## src/rtl/cphy_esc_pkg.sv

```systemverilog
// Shared constants, state type and line helpers for the C-PHY escape-mode RX path.
package cphy_esc_pkg;

    // Escape entry commands, transmitted MSB first
    localparam logic [7:0] ESC_CMD_LPDT = 8'b1110_0001;
    localparam logic [7:0] ESC_CMD_ULPS = 8'b0001_1110;

    // Trigger entries: index 0 = Reset-Trigger, 1..3 = Unknown-3/4/5
    localparam logic [7:0] ESC_CMD_TRIG [0:3] = '{
        8'b0110_0010,
        8'b0101_1101,
        8'b0010_0001,
        8'b1010_0000
    };

    typedef enum logic [2:0] {
        IDLE = 3'd0,
        CMD  = 3'd1,
        LPDT = 3'd2,
        ULPS = 3'd3,
        WAIT = 3'd4
    } esc_state_t;

    // All three wires high marks the LP stop state
    function automatic logic esc_is_stop(input logic a, input logic b, input logic c);
        return a & b & c;
    endfunction

endpackage

```

## src/rtl/esc_bit_deser.sv

```systemverilog
// Serial-to-parallel shifter shared by the command and LPDT phases.
// i_len selects the word length; i_data_mode applies LSB_FIRST ordering,
// otherwise bits are packed MSB first into the low i_len bits.
module esc_bit_deser #(
    parameter int unsigned W         = 8,
    parameter bit          LSB_FIRST = 1'b1,
    localparam int unsigned CW       = $clog2(W + 1)
) (
    input  logic          clk,
    input  logic          RST,
    input  logic          i_clr,
    input  logic          i_shift,
    input  logic          i_bit,
    input  logic          i_data_mode,
    input  logic [CW-1:0] i_len,
    output logic [W-1:0]  o_next,
    output logic [CW-1:0] o_cnt,
    output logic          o_full
);

    logic [W-1:0]  r_sr;
    logic [CW-1:0] r_cnt;
    logic [W-1:0]  w_next;
    logic          w_full;

    // Value the register takes if the current bit is shifted in
    always_comb begin
        w_next = '0;
        if (i_data_mode && LSB_FIRST) begin
            for (int unsigned k = 0; k < W; k++) begin
                if (k + 1 < 32'(i_len))
                    w_next[k] = r_sr[k + 1];
                else if (k + 1 == 32'(i_len))
                    w_next[k] = i_bit;
            end
        end else begin
            w_next = {r_sr[W-2:0], i_bit};
        end
    end

    assign w_full = i_shift && (r_cnt == i_len - 1'b1);

    // Shift register and bit counter; counter wraps to zero on a full word
    always_ff @(posedge clk or negedge RST) begin
        if (!RST) begin
            r_sr  <= '0;
            r_cnt <= '0;
        end else if (i_clr) begin
            r_sr  <= '0;
            r_cnt <= '0;
        end else if (i_shift) begin
            r_sr  <= w_next;
            r_cnt <= w_full ? '0 : r_cnt + 1'b1;
        end
    end

    assign o_next = w_next;
    assign o_cnt  = r_cnt;
    assign o_full = w_full;

endmodule

```

## src/rtl/esc_mode_rx_decoder.sv

```systemverilog
// Escape-mode receive decoder: command entry decode, LPDT deserialisation,
// ULPS / trigger reporting and stop/sync/control error strobes.
module esc_mode_rx_decoder
    import cphy_esc_pkg::*;
#(
    parameter int unsigned CMD_W     = 8,
    parameter int unsigned DATA_W    = 8,
    parameter int unsigned NUM_TRIG  = 4,
    parameter bit          LSB_FIRST = 1'b1
) (
    input  logic                clk,
    input  logic                RST,
    input  logic                EscDecoderEn,
    input  logic                A,
    input  logic                B,
    input  logic                C,
    input  logic                RequestDetection,
    output logic                RxLpdtEsc,
    output logic                RxUlpsEsc,
    output logic [NUM_TRIG-1:0] RxTriggerEsc,
    output logic [DATA_W-1:0]   RxDataEsc,
    output logic                RxValidEsc,
    output logic                ErrEsc,
    output logic                ErrSyncEsc,
    output logic                ErrControl,
    output logic                LpFsmStop
);

    localparam int unsigned DESER_W = (CMD_W > DATA_W) ? CMD_W : DATA_W;
    localparam int unsigned LEN_W   = $clog2(DESER_W + 1);

    esc_state_t            r_state;
    logic                  r_lpdt;
    logic                  r_ulps;
    logic [NUM_TRIG-1:0]   r_trig;
    logic [DATA_W-1:0]     r_data;
    logic                  r_valid;
    logic                  r_err;
    logic                  r_err_sync;
    logic                  r_err_ctrl;
    logic                  r_stop;

    logic                  w_stop;
    logic                  w_shift;
    logic                  w_clr;
    logic                  w_data_mode;
    logic [LEN_W-1:0]      w_len;
    logic [DESER_W-1:0]    w_next;
    logic [LEN_W-1:0]      w_cnt;
    logic                  w_full;
    logic [CMD_W-1:0]      w_cmd;
    logic [3:0]            w_trig_hit;

    assign w_stop      = esc_is_stop(A, B, C);
    assign w_data_mode = (r_state == LPDT);
    assign w_len       = w_data_mode ? LEN_W'(DATA_W) : LEN_W'(CMD_W);
    assign w_shift     = EscDecoderEn && !w_stop &&
                         (r_state == IDLE || r_state == CMD || r_state == LPDT);
    assign w_clr       = !EscDecoderEn || w_stop || r_state == ULPS || r_state == WAIT;
    assign w_cmd       = w_next[CMD_W-1:0];

    esc_bit_deser #(
        .W         (DESER_W),
        .LSB_FIRST (LSB_FIRST)
    ) u_deser (
        .clk         (clk),
        .RST         (RST),
        .i_clr       (w_clr),
        .i_shift     (w_shift),
        .i_bit       (A),
        .i_data_mode (w_data_mode),
        .i_len       (w_len),
        .o_next      (w_next),
        .o_cnt       (w_cnt),
        .o_full      (w_full)
    );

    // Match the completing command against the trigger table
    always_comb begin
        w_trig_hit = '0;
        for (int unsigned t = 0; t < 4; t++) begin
            if (w_cmd == CMD_W'(ESC_CMD_TRIG[t]))
                w_trig_hit[t] = 1'b1;
        end
    end

    // Main FSM with registered levels, strobes and error pulses
    always_ff @(posedge clk or negedge RST) begin
        if (!RST) begin
            r_state    <= IDLE;
            r_lpdt     <= 1'b0;
            r_ulps     <= 1'b0;
            r_trig     <= '0;
            r_data     <= '0;
            r_valid    <= 1'b0;
            r_err      <= 1'b0;
            r_err_sync <= 1'b0;
            r_err_ctrl <= 1'b0;
            r_stop     <= 1'b0;
        end else begin
            r_err_ctrl <= w_stop & RequestDetection;
            r_trig     <= '0;
            r_valid    <= 1'b0;
            r_err      <= 1'b0;
            r_err_sync <= 1'b0;
            r_stop     <= 1'b0;
            if (!EscDecoderEn) begin
                r_state <= IDLE;
                r_lpdt  <= 1'b0;
                r_ulps  <= 1'b0;
            end else if (w_stop) begin
                if (r_state != IDLE) begin
                    r_stop     <= 1'b1;
                    r_err_sync <= (r_state == CMD) || (r_state == LPDT && w_cnt != '0);
                end
                r_state <= IDLE;
                r_lpdt  <= 1'b0;
                r_ulps  <= 1'b0;
            end else begin
                case (r_state)
                    IDLE: r_state <= CMD;
                    CMD: begin
                        if (w_full) begin
                            if (w_cmd == CMD_W'(ESC_CMD_LPDT)) begin
                                r_state <= LPDT;
                                r_lpdt  <= 1'b1;
                            end else if (w_cmd == CMD_W'(ESC_CMD_ULPS)) begin
                                r_state <= ULPS;
                                r_ulps  <= 1'b1;
                            end else if (|w_trig_hit[NUM_TRIG-1:0]) begin
                                r_state <= WAIT;
                                r_trig  <= w_trig_hit[NUM_TRIG-1:0];
                            end else begin
                                r_state <= WAIT;
                                r_err   <= 1'b1;
                            end
                        end
                    end
                    LPDT: begin
                        if (w_full) begin
                            r_data  <= w_next[DATA_W-1:0];
                            r_valid <= 1'b1;
                        end
                    end
                    default: ;
                endcase
            end
        end
    end

    assign RxLpdtEsc    = r_lpdt;
    assign RxUlpsEsc    = r_ulps;
    assign RxTriggerEsc = r_trig;
    assign RxDataEsc    = r_data;
    assign RxValidEsc   = r_valid;
    assign ErrEsc       = r_err;
    assign ErrSyncEsc   = r_err_sync;
    assign ErrControl   = r_err_ctrl;
    assign LpFsmStop    = r_stop;

endmodule

```

## config.mk

```make
export PLATFORM = sky130hd
export DESIGN_NAME = esc_mode_rx_decoder
export DESIGN_NICKNAME = d
export VERILOG_FILES = /design/src/rtl/cphy_esc_pkg.sv /design/src/rtl/esc_bit_deser.sv /design/src/rtl/esc_mode_rx_decoder.sv
export SDC_FILE = /design/constraint.sdc
export NUM_CORES = 1
export LEC_CHECK = 0
export CORE_MARGIN = 5
export CORE_UTILIZATION = 24
export DETAILED_ROUTE_END_ITERATION = 8
export RECOVER_POWER = 50
export SETUP_SLACK_MARGIN = 0.4
export SLEW_MARGIN = 30
export SYNTH_ARGS = -nofsm -noshare
export SYNTH_HDL_FRONTEND = slang
export SYNTH_SLANG_ARGS = --single-unit
```

## constraint.sdc

```tcl
create_clock -name clk -period 2.4 [get_ports clk]
set_input_delay 0.36 -clock clk [delete_from_list [all_inputs] [get_ports clk]]
set_output_delay 0.36 -clock clk [all_outputs]
set_load 0.01 [all_outputs]
```

==> results.toml <==
[run_status]
status = "complete, no violations"

[logic_synthesis]
synth.cell_area_um2 = 1780
synth-edff-count = 0
syn_area_per_cell_um2 = 9.95
ys_seq_area_share_pct = 47.8
synth_cell_types = 38
synth_nets = 188
synthCells = 179
yosysWarningCount = 0
yosys_most_used_dff = "dfrtp_1"
async_flop_share_pct = 100
synth-seq-cells = 34

[global_routing]
grt_pass1_wl_um = 6730
grt_pass1_vias = 1347
gr-total-overflow = 0
antenna_found_initial = 0
grt_max_degree = 35
track_usage_pct = 9.42

[worst_setup_path]
crit_fanout = 12
cp.required_ps = 2580
critical_path.endpoint_type = "flop"
arrival_ps = 2170
crit_type = "in2reg"
start_kind = "input port"
ff2ff_setup_slack_ps = 540

[clocking]
cts_inserted_buffers = 5
clock_latency_ps = 280
hold_buffers = 0
cts.sinks = 34
clkTransAtPathRegs_ps = 60
cts-htree-levels = 2
cts_root_buf = "clkbuf_8"
cts_tree = "done"
clockBufferDepth = 2

[final_layout]
finalInstanceArea_um2 = 2250
final.fill_count = 749
antenna_cells = 0
drive_gt1_share_pct = 17.6
syn_to_final_growth_pct = 26.3
nNetsFinal = 213

[hold_path]
hp-class = "reg2reg"

[drt]
ant_nets = 0
drt-total-wl_um = 3820
drt_iter0_markers = 71
dr.pass1.iters = 4
via_per_inst = 4.52
vias = 1375
wire_per_inst_um = 12.6
route.detailed.drc = 0

[sta]
slew-limit-headroom_pct = 44.7
fin_crit_ps = 1980
rsz0062_at_grt = "yes"
period_share_pct = 82.7
setup_viol = 0
clock.fmax_mhz = 504
drv_slew = 0
hold_viol = 0
clock_skew_ps = 4.17
finalSetupTns_ps = 0
worst_pin_slew_ps = 829

[power]
p_per_area_nw_per_um2 = 483
peakVddDrop_v = 0.000181
power.leakage_nw = 0.965

[place]
dpl_cell_area_um2 = 2140
gp_congestion = 0.789
port_buffers = 25
dpl.hpwl_um = 2640

[floorplan]
dieArea_um2 = 9250
pin_count = 26
rows = 31
die_width_um = 96.2
start_util_pct = 24.6
fp.dieH_um = 96.2
design.core.area_um2 = 7250

[flow_run]
max-cap-violations = 0
[per-stage QoR]
stage / cells / power [W] / worst slack [ps] / util [%] / hold slack (ps)
after detailed placement: 294 / 0.000676 / 135 / 29.4 / 493
after floorplan: 179 / 0.000641 / 690 / - / 64.4
final: 304 / 0.00109 / 415 / 31.0 / 505
after CTS: 302 / 0.00111 / 439 / 30.7 / 485
after global placement: 294 / 0.000676 / 180 / 29.4 / 490
after global routing: 304 / 0.00114 / 281 / 31.0 / 522
[where the power goes]
group,switching (W),internal [W],total [W]
clock network,0.000193,0.000231,0.000424
logic,0.0000383,0.0000281,0.0000663
registers,0.0000152,0.000582,0.000597
total,0.000246,0.000841,0.00109
[logic make-up (layout without fill, tap and decap cells)]
logic type,Yosys count,in the layout,synth area share (%)
xor gates and xnor gates,1,1,0.492
and+or+nand+nor,84,84,27.6
buffers and inverters,20,46,4.71
AOI/OAI and AO/OA,29,29,12.4
adders and majority gates,2,2,1.40
DFF,34,34,47.8
muxes,9,9,5.69
[worst paths after layout]
kind                                 start               to  depth (start not counted)
worst max-delay path                     A  u_deser.r_sr[1]                          5
worst min-delay path             RxUlpsEsc        RxUlpsEsc                          2
worst max register to register  r_state[0]  RxTriggerEsc[0]                          5
worst min register to register   RxUlpsEsc        RxUlpsEsc                          2
max in group asynchronous              RST       ErrControl                          2
min in group asynchronous              RST       RxValidEsc                          2
[cell type report]
class / instances / area (um2) / share of cell area [%]
Inverter: 5 / 18.8 / 0.834
Sequential cell: 34 / 851 / 37.8
Tap cell: 99 / 124 / 5.51
Clock buffer: 7 / 86.3 / 3.84
Timing Repair Buffer: 33 / 308 / 13.7
Multi-Input combinational cell: 125 / 857 / 38.1
Clock inverter: 1 / 5.00 / 0.222
[worst max-delay path: stages]
cell,delay [ps]
dlygate4sd3_1,540
and3_1,170
nand2b_1,210
or3_1,590
a311oi_1,280
[placed cells by master, fill, tap and decap left out, types with 6 or more instances in the layout]
cell type        synthesis  routed
nor2_1                  19      19
clkbuf_8                 0       6
nand2_1                 22      21
mux2_2                   9       9
buf_4                    1       7
dfrtp_1                 34      34
a21oi_1                 10      10
a311oi_1                 8       8
dlygate4sd3_1            0       8
clkdlybuf4s50_1          0      17
[per-layer routing]
| layer | vias to the layer above | share of wire (%) | GRT usage (%) |
|---|---|---|---|
| met5 | - | 0 | 0 |
| met4 | 0 | 2.3 | 4.62 |
| met3 | 6 | 5.8 | 2.74 |
| met2 | 30 | 43 | 14.0 |
| met1 | 653 | 49 | 12.4 |
| li1 | 686 | - | - |
[Yosys cell counts, types with 2 or more instances]
cell type,n,area share [%]
nor2_1,19,4.0
clkbuf_1,10,2.1
nand2_1,22,4.6
nor4_1,2,0.70
nand4_1,4,1.4
nor3b_1,2,0.84
a31oi_1,2,0.70
nand3_1,4,1.1
nor4b_2,3,2.5
and4b_1,2,1.1
and2_1,3,1.1
inv_1,5,1.1
and3_1,3,1.1
nor2b_1,3,1.1
or3_1,2,0.70
buf_2,4,1.1
ha_1,2,1.4
mux2_2,9,5.7
a21oi_1,10,2.8
nor3_1,4,1.1
nand2b_1,5,1.8
a311oi_1,8,3.9
dfrtp_1,34,48
o21ai_0,3,0.84
[state kept, by name (all words and copies together) (netlist names)]
register,count
ErrSyncEsc,1
RxDataEsc,8
u_deser.r_sr,8
u_deser.o_cnt,4
RxUlpsEsc,1
RxValidEsc,1
RxLpdtEsc,1
RxTriggerEsc,4
LpFsmStop,1
r_state,3
ErrControl,1
ErrEsc,1
[what timing repair did]
item | in CTS | in global routing
gates resized for setup | 0 | 3
hold endpoints to repair | 0 | 0
setup endpoints to repair | 0 | 14
buffers inserted | 0 | 2
Note: power is estimated with default switching activity, not from simulation.
